<file path="src/rtl/adc_serial_rx.sv">
// Multi-lane serial ADC receiver: glitch-filtered CS/SCLK, LEAD_W discarded bits, NCH parallel words.
// Optional leading-bit check is enabled by defining ADC_RX_LEADCHK_EN.
module adc_serial_rx #(
   parameter int DATA_W    = 12,
   parameter int LEAD_W    = 4,
   parameter int NCH       = 2,
   parameter int CS_FILT   = 8,
   parameter int SCLK_FILT = 2
) (
   input  logic                  clk,
   input  logic                  rst,
   input  logic [NCH-1:0]        sdata,
   input  logic                  sclk,
   input  logic                  cs,
   input  logic                  rx_en,
   output logic [NCH*DATA_W-1:0] dout,
   output logic                  rx_done_tick,
   output logic                  frame_err,
   output logic                  lead_err
);

   localparam int TOTAL = LEAD_W + DATA_W;
   localparam int CNT_W = $clog2(TOTAL + 1);

   localparam logic [CNT_W-1:0] CNT_LOAD = CNT_W'(TOTAL);
   localparam logic [CNT_W-1:0] CNT_DATA = CNT_W'(DATA_W);
   localparam logic [CNT_W-1:0] CNT_ONE  = CNT_W'(1);

   localparam logic [1:0] ST_IDLE  = 2'd0;
   localparam logic [1:0] ST_SHIFT = 2'd1;
   localparam logic [1:0] ST_DONE  = 2'd2;

   logic [CS_FILT-1:0]   cs_sr;
   logic [SCLK_FILT-1:0] sclk_sr;
   logic                 cs_f, cs_f_d;
   logic                 sclk_f, sclk_f_d;
   logic                 cs_fall, cs_rise, sclk_rise;
   logic [NCH-1:0]       sd_q;

   logic [1:0]           state;
   logic [CNT_W-1:0]     cnt;
   logic [DATA_W-1:0]    shreg    [NCH];
   logic [DATA_W-1:0]    shreg_nx [NCH];
   logic [NCH*DATA_W-1:0] word_nx;

   // Filter output only moves once the whole window agrees; mixed windows hold.
   always_ff @(posedge clk or negedge rst) begin
      if (!rst) begin
         cs_sr    <= '1;
         cs_f     <= 1'b1;
         cs_f_d   <= 1'b1;
         sclk_sr  <= '0;
         sclk_f   <= 1'b0;
         sclk_f_d <= 1'b0;
         sd_q     <= '0;
      end else begin
         cs_sr   <= {cs_sr[CS_FILT-2:0], cs};
         sclk_sr <= {sclk_sr[SCLK_FILT-2:0], sclk};
         if (cs_sr == '1)
            cs_f <= 1'b1;
         else if (cs_sr == '0)
            cs_f <= 1'b0;
         if (sclk_sr == '1)
            sclk_f <= 1'b1;
         else if (sclk_sr == '0)
            sclk_f <= 1'b0;
         cs_f_d   <= cs_f;
         sclk_f_d <= sclk_f;
         sd_q     <= sdata;
      end
   end

   assign cs_fall   = cs_f_d & ~cs_f;
   assign cs_rise   = ~cs_f_d & cs_f;
   assign sclk_rise = ~sclk_f_d & sclk_f;

   always_comb begin
      word_nx = '0;
      for (int unsigned i = 0; i < NCH; i++) begin
         shreg_nx[i] = DATA_W'({shreg[i], sd_q[i]});
         word_nx[i*DATA_W +: DATA_W] = shreg_nx[i];
      end
   end

   always_ff @(posedge clk or negedge rst) begin
      if (!rst) begin
         state        <= ST_IDLE;
         cnt          <= '0;
         dout         <= '0;
         rx_done_tick <= 1'b0;
         frame_err    <= 1'b0;
         for (int unsigned i = 0; i < NCH; i++)
            shreg[i] <= '0;
      end else begin
         rx_done_tick <= 1'b0;
         frame_err    <= 1'b0;
         case (state)
            ST_IDLE: begin
               if (cs_fall && rx_en) begin
                  cnt   <= CNT_LOAD;
                  state <= ST_SHIFT;
                  for (int unsigned i = 0; i < NCH; i++)
                     shreg[i] <= '0;
               end
            end
            ST_SHIFT: begin
               if (sclk_rise) begin
                  if (cnt <= CNT_DATA)
                     for (int unsigned i = 0; i < NCH; i++)
                        shreg[i] <= shreg_nx[i];
                  // A coincident CS rise only counts as an abort if this was not the last bit.
                  if (cnt == CNT_ONE) begin
                     dout         <= word_nx;
                     rx_done_tick <= 1'b1;
                     state        <= ST_DONE;
                  end else if (cs_rise) begin
                     frame_err <= 1'b1;
                     state     <= ST_IDLE;
                  end else begin
                     cnt <= cnt - CNT_ONE;
                  end
               end else if (cs_rise) begin
                  frame_err <= 1'b1;
                  state     <= ST_IDLE;
               end
            end
            ST_DONE: state <= ST_IDLE;
            default: state <= ST_IDLE;
         endcase
      end
   end

`ifdef ADC_RX_LEADCHK_EN
   logic [NCH-1:0] lead_flag;

   always_ff @(posedge clk or negedge rst) begin
      if (!rst) begin
         lead_flag <= '0;
         lead_err  <= 1'b0;
      end else begin
         lead_err <= 1'b0;
         if (state == ST_IDLE && cs_fall && rx_en)
            lead_flag <= '0;
         else if (state == ST_SHIFT && sclk_rise && cnt > CNT_DATA)
            lead_flag <= lead_flag | sd_q;
         if (state == ST_SHIFT && sclk_rise && cnt == CNT_ONE)
            lead_err <= |lead_flag;
      end
   end
`else
   assign lead_err = 1'b0;
`endif

endmodule

</file>
<file path="config.mk">
export PLATFORM = sky130hd
export DESIGN_NAME = adc_serial_rx
export DESIGN_NICKNAME = d
export VERILOG_FILES = /design/src/rtl/adc_serial_rx.sv
export SDC_FILE = /design/constraint.sdc
export NUM_CORES = 1
export LEC_CHECK = 0
export CAP_MARGIN = 20
export CORE_MARGIN = 2
export CORE_UTILIZATION = 50
export CTS_BUF_LIST = sky130_fd_sc_hd__clkbuf_8
export CTS_CLUSTER_DIAMETER = 50
export DETAILED_ROUTE_END_ITERATION = 10
export MAX_ROUTING_LAYER = met4
export PLACE_DENSITY_LB_ADDON = 0.08
export SYNTH_ARGS = -nofsm -noshare
export SYNTH_HDL_FRONTEND = slang
export SYNTH_SLANG_ARGS = --single-unit
</file>
<file path="constraint.sdc">
create_clock -name clk -period 1.8 [get_ports clk]
set_input_delay 0.36 -clock clk [delete_from_list [all_inputs] [get_ports clk]]
set_output_delay 0.36 -clock clk [all_outputs]
set_load 0.02 [all_outputs]
</file>
==> flow_metrics.tcl <==
set metrics [dict create \
    outcome "complete, no violations" \
    port_buffers 32 \
    endpoint "cnt[2]$_DFFE_PN0P_" \
    cts_sinks 71 \
    routed_via_density 5.15 \
    grt_pass1_vias 1781 \
    groute.usage.overall 0.184 \
    finalMaxSlewViolations 0 \
    avgSynthCellArea_sq_um 12.4 \
    synth-compound-area-share 0.0721 \
    antenna_found_initial 0 \
    p_leak_nw 1.57 \
    seq_area_sq_um 1790 \
    ctsRootBufferMaster "clkbuf_8" \
    layout_min_cycle_time_ns 1.73 \
    cp_max_fo 4 \
    end_kind "register" \
    muxShareOfSynthArea 0.103 \
    n_fill_cell 437 \
    cp_slowest_cell "dfrtp_1" \
    period_share 0.964 \
    synth_nets 233 \
    min_path_type "register to register" \
    yosys_warnings 0 \
    dp.cells 323 \
    cp.required_ns 2.06 \
    synth_xor_area_frac 0 \
    vdd_drop_max_uv 634 \
    synth_top_family_by_area "simple AND/OR/NAND/NOR gates" \
    max_freq_mhz 577 \
    pre_cts_slack_ns 0.0158 \
    vias 1761 \
    clk_pin_slew_ns 0.08 \
    fin_cells 342 \
    r2r_end "cnt[2]$_DFFE_PN0P_" \
    finalHoldViolations 0 \
    r2r-start "cnt[1]$_DFFE_PN0P_" \
    place_area_sq_um 3220 \
    rr_worst_depth 6 \
    cts_max_level 3 \
    remaining_drc_errors 0 \
    syn_inst 222 \
    cts_buffer_depth 2 \
    power_mw 4.34 \
    cts_tree "built" \
    postLayoutCellArea_sq_um 3430 \
    post-dp-hpwl_mm 3.02 \
    synth-simple-area-share 0.128 \
    seq_area_frac_synth 0.652 \
    worstSetupStartpointType "register" \
    area_growth_pct 25.0 \
    clock_skew_ns 0.00985 \
    fin_ws_ns 0.0654 \
    arrival_ns 2.00 \
    firstDrtPassIters 4 \
    syn-cell-area_sq_um 2740 \
    cp-startpoint "cnt[1]$_DFFE_PN0P_" \
    place_congestion 0.815 \
    max_stage_delay_ns 0.40 \
    crit_chain "inv_2 > ha_1 > nor4b_2 > or3b_4 > or3b_1 > o211ai_2" \
    grt-ovfl-total 0 \
    ant_nets 0 \
    grt_first_pass_wirelength_mm 8.29 \
    insertion_delay_ns 0.34 \
    path_class "register to register" \
    die_h_um 78.1 \
    wl_per_cell_um 13.6 \
    ys_ff_latch 71 \
    setup_viol 0 \
    coreArea_sq_um 5200 \
    final_nets 278 \
    die_x_um 78.1 \
    grt_max_degree 45 \
    drt_iter0_markers 94 \
    r2r_slack_ns 0.07 \
    yosys.cell_types.count 33 \
    dieArea_sq_um 6090 \
    cts-buffers-inserted 9 \
    powerDensity_nw_per_um2 1270 \
    fin_util 0.658 \
    antennaDiodeCount 0 \
    final_layout_size_suffix_gt1_frac 0.254 \
    finalWirelength_mm 4.65 \
    initial_utilization 0.527 \
    maxCapViolations 0 \
    pin_count 34 \
    synth_fa_ha_area_frac 0.0182 \
    rows 26 \
    multi_input_area_sq_um 898 \
]
[how the worst min path moves through the flow]
| stage | startpoint | to | slack (ns) | depth (start not counted) |
|---|---|---|---|---|
| 6_report | cs_sr[1]$_DFF_PN1_ | cs_sr[2]$_DFF_PN1_ | 0.37 | 0 |
| 5_1_grt | cs_sr[1]$_DFF_PN1_ | cs_sr[2]$_DFF_PN1_ | 0.37 | 0 |
| 4_1_cts | cs_sr[5]$_DFF_PN1_ | cs_sr[6]$_DFF_PN1_ | 0.37 | 0 |
| 3_5_place_dp | rst | frame_err$_DFF_PN0_ | 0.35 | 1 |
| 3_3_place_gp | rst | frame_err$_DFF_PN0_ | 0.34 | 1 |
| 2_1_floorplan | rst | cnt[0]$_DFFE_PN0P_ | 0.06 | 0 |
[synth_stat cells (all sizes together)]
master | n | area, sq um
clkbuf | 4 | 15.0
a2bb2oi | 1 | 8.76
nand2b | 1 | 6.26
nor2 | 3 | 11.3
nor4 | 3 | 18.8
a311o | 1 | 10.0
nand2 | 49 | 186
and4bb | 1 | 16.3
a21oi | 1 | 5.00
nand3 | 3 | 15.0
mux2 | 25 | 282
conb | 1 | 3.75
o31ai | 1 | 7.51
inv | 7 | 26.3
a32o | 1 | 10.0
o21ai | 27 | 135
buf | 5 | 27.5
ha | 4 | 50.1
o41ai | 1 | 8.76
nor4b | 2 | 23.8
o211ai | 1 | 12.5
nor3b | 2 | 20.0
nand4 | 3 | 18.8
nor2b | 1 | 6.26
or3b | 2 | 20.0
dfrtp | 61 | 1530
dfstp | 10 | 263
and3b | 1 | 8.76
[cell usage in the layout (no fill, tap or decap), types with 2 or more instances in the layout]
master,n
dfrtp_1,61
nand2_1,48
clkdlybuf4s50_1,31
o21ai_0,27
mux2_2,25
clkbuf_8,10
dfstp_2,10
inv_1,7
buf_4,6
ha_1,4
buf_12,4
nor2_1,3
nor4_1,3
nand3_1,3
nand4_1,3
clkinv_2,2
clkinvlp_4,2
[critical path, delay by kind of cell, from the launching register on]
kind,cells,cell delay (ns)
simple gates,3,0.94
compound gates,1,0.07
flops,1,0.40
fa+ha+maj,1,0.19
buf+inv,1,0.07
[power breakdown]
part | switching (mW) | leakage, nW | internal [mW]
logic | 0.480 | 0.567 | 0.493
clock network | 0.578 | 0.0899 | 0.532
registers | 0.294 | 0.914 | 1.96
total | 1.35 | 1.57 | 2.99
[per-layer routing]
layer	track usage	vias to the layer above	share of wire
li1	-	849	-
met1	0.240	870	0.47
met2	0.266	32	0.47
met3	0.0667	10	0.046
met4	0.0684	0	0.017
met5	-	-	0
[area by class of cell]
cell class              instances  share of cell area
clock buffers                  10              0.0402
clock inverters                 6              0.0110
inverters                       7             0.00767
multi-input cells             135               0.262
flip-flops and latches         71               0.522
well taps                      70              0.0256
repair buffers                 43               0.131
[kinds of logic after synthesis]
family                     count (synthesis)
adders and majority gates                  4
other                                      1
and+or+nand+nor                           71
buffers and inverters                     16
muxes                                     25
DFF                                       71
AOI/OAI and AO/OA                         34
[registers in the layout, indices dropped and copies added, names as in the netlist]
signal and cells:
cnt 5, cs_f 1, cs_f_d 1, cs_sr 8
dout 24, frame_err 1, rx_done_tick 1, sclk_f 1
sclk_f_d 1, sclk_sr 2, sd_q 2, shreg 22
state 2
[stage by stage]
stage                     hold slack [ns]   TNS, ns
after global placement              0.344         0
after CTS                           0.372         0
after detailed placement            0.348         0
final                               0.369         0
after global routing                0.374  -0.00721
after floorplan                    0.0644         0
[what timing repair did]
item | CTS | global route
endpoints found under the hold margin | 8 | 0
hold buffers | 1 | 0
resized for setup | 0 | 2
setup buffers | 0 | 2
endpoints found under the setup margin | 0 | 26
No activity file was read; power rests on OpenSTA's default activity.
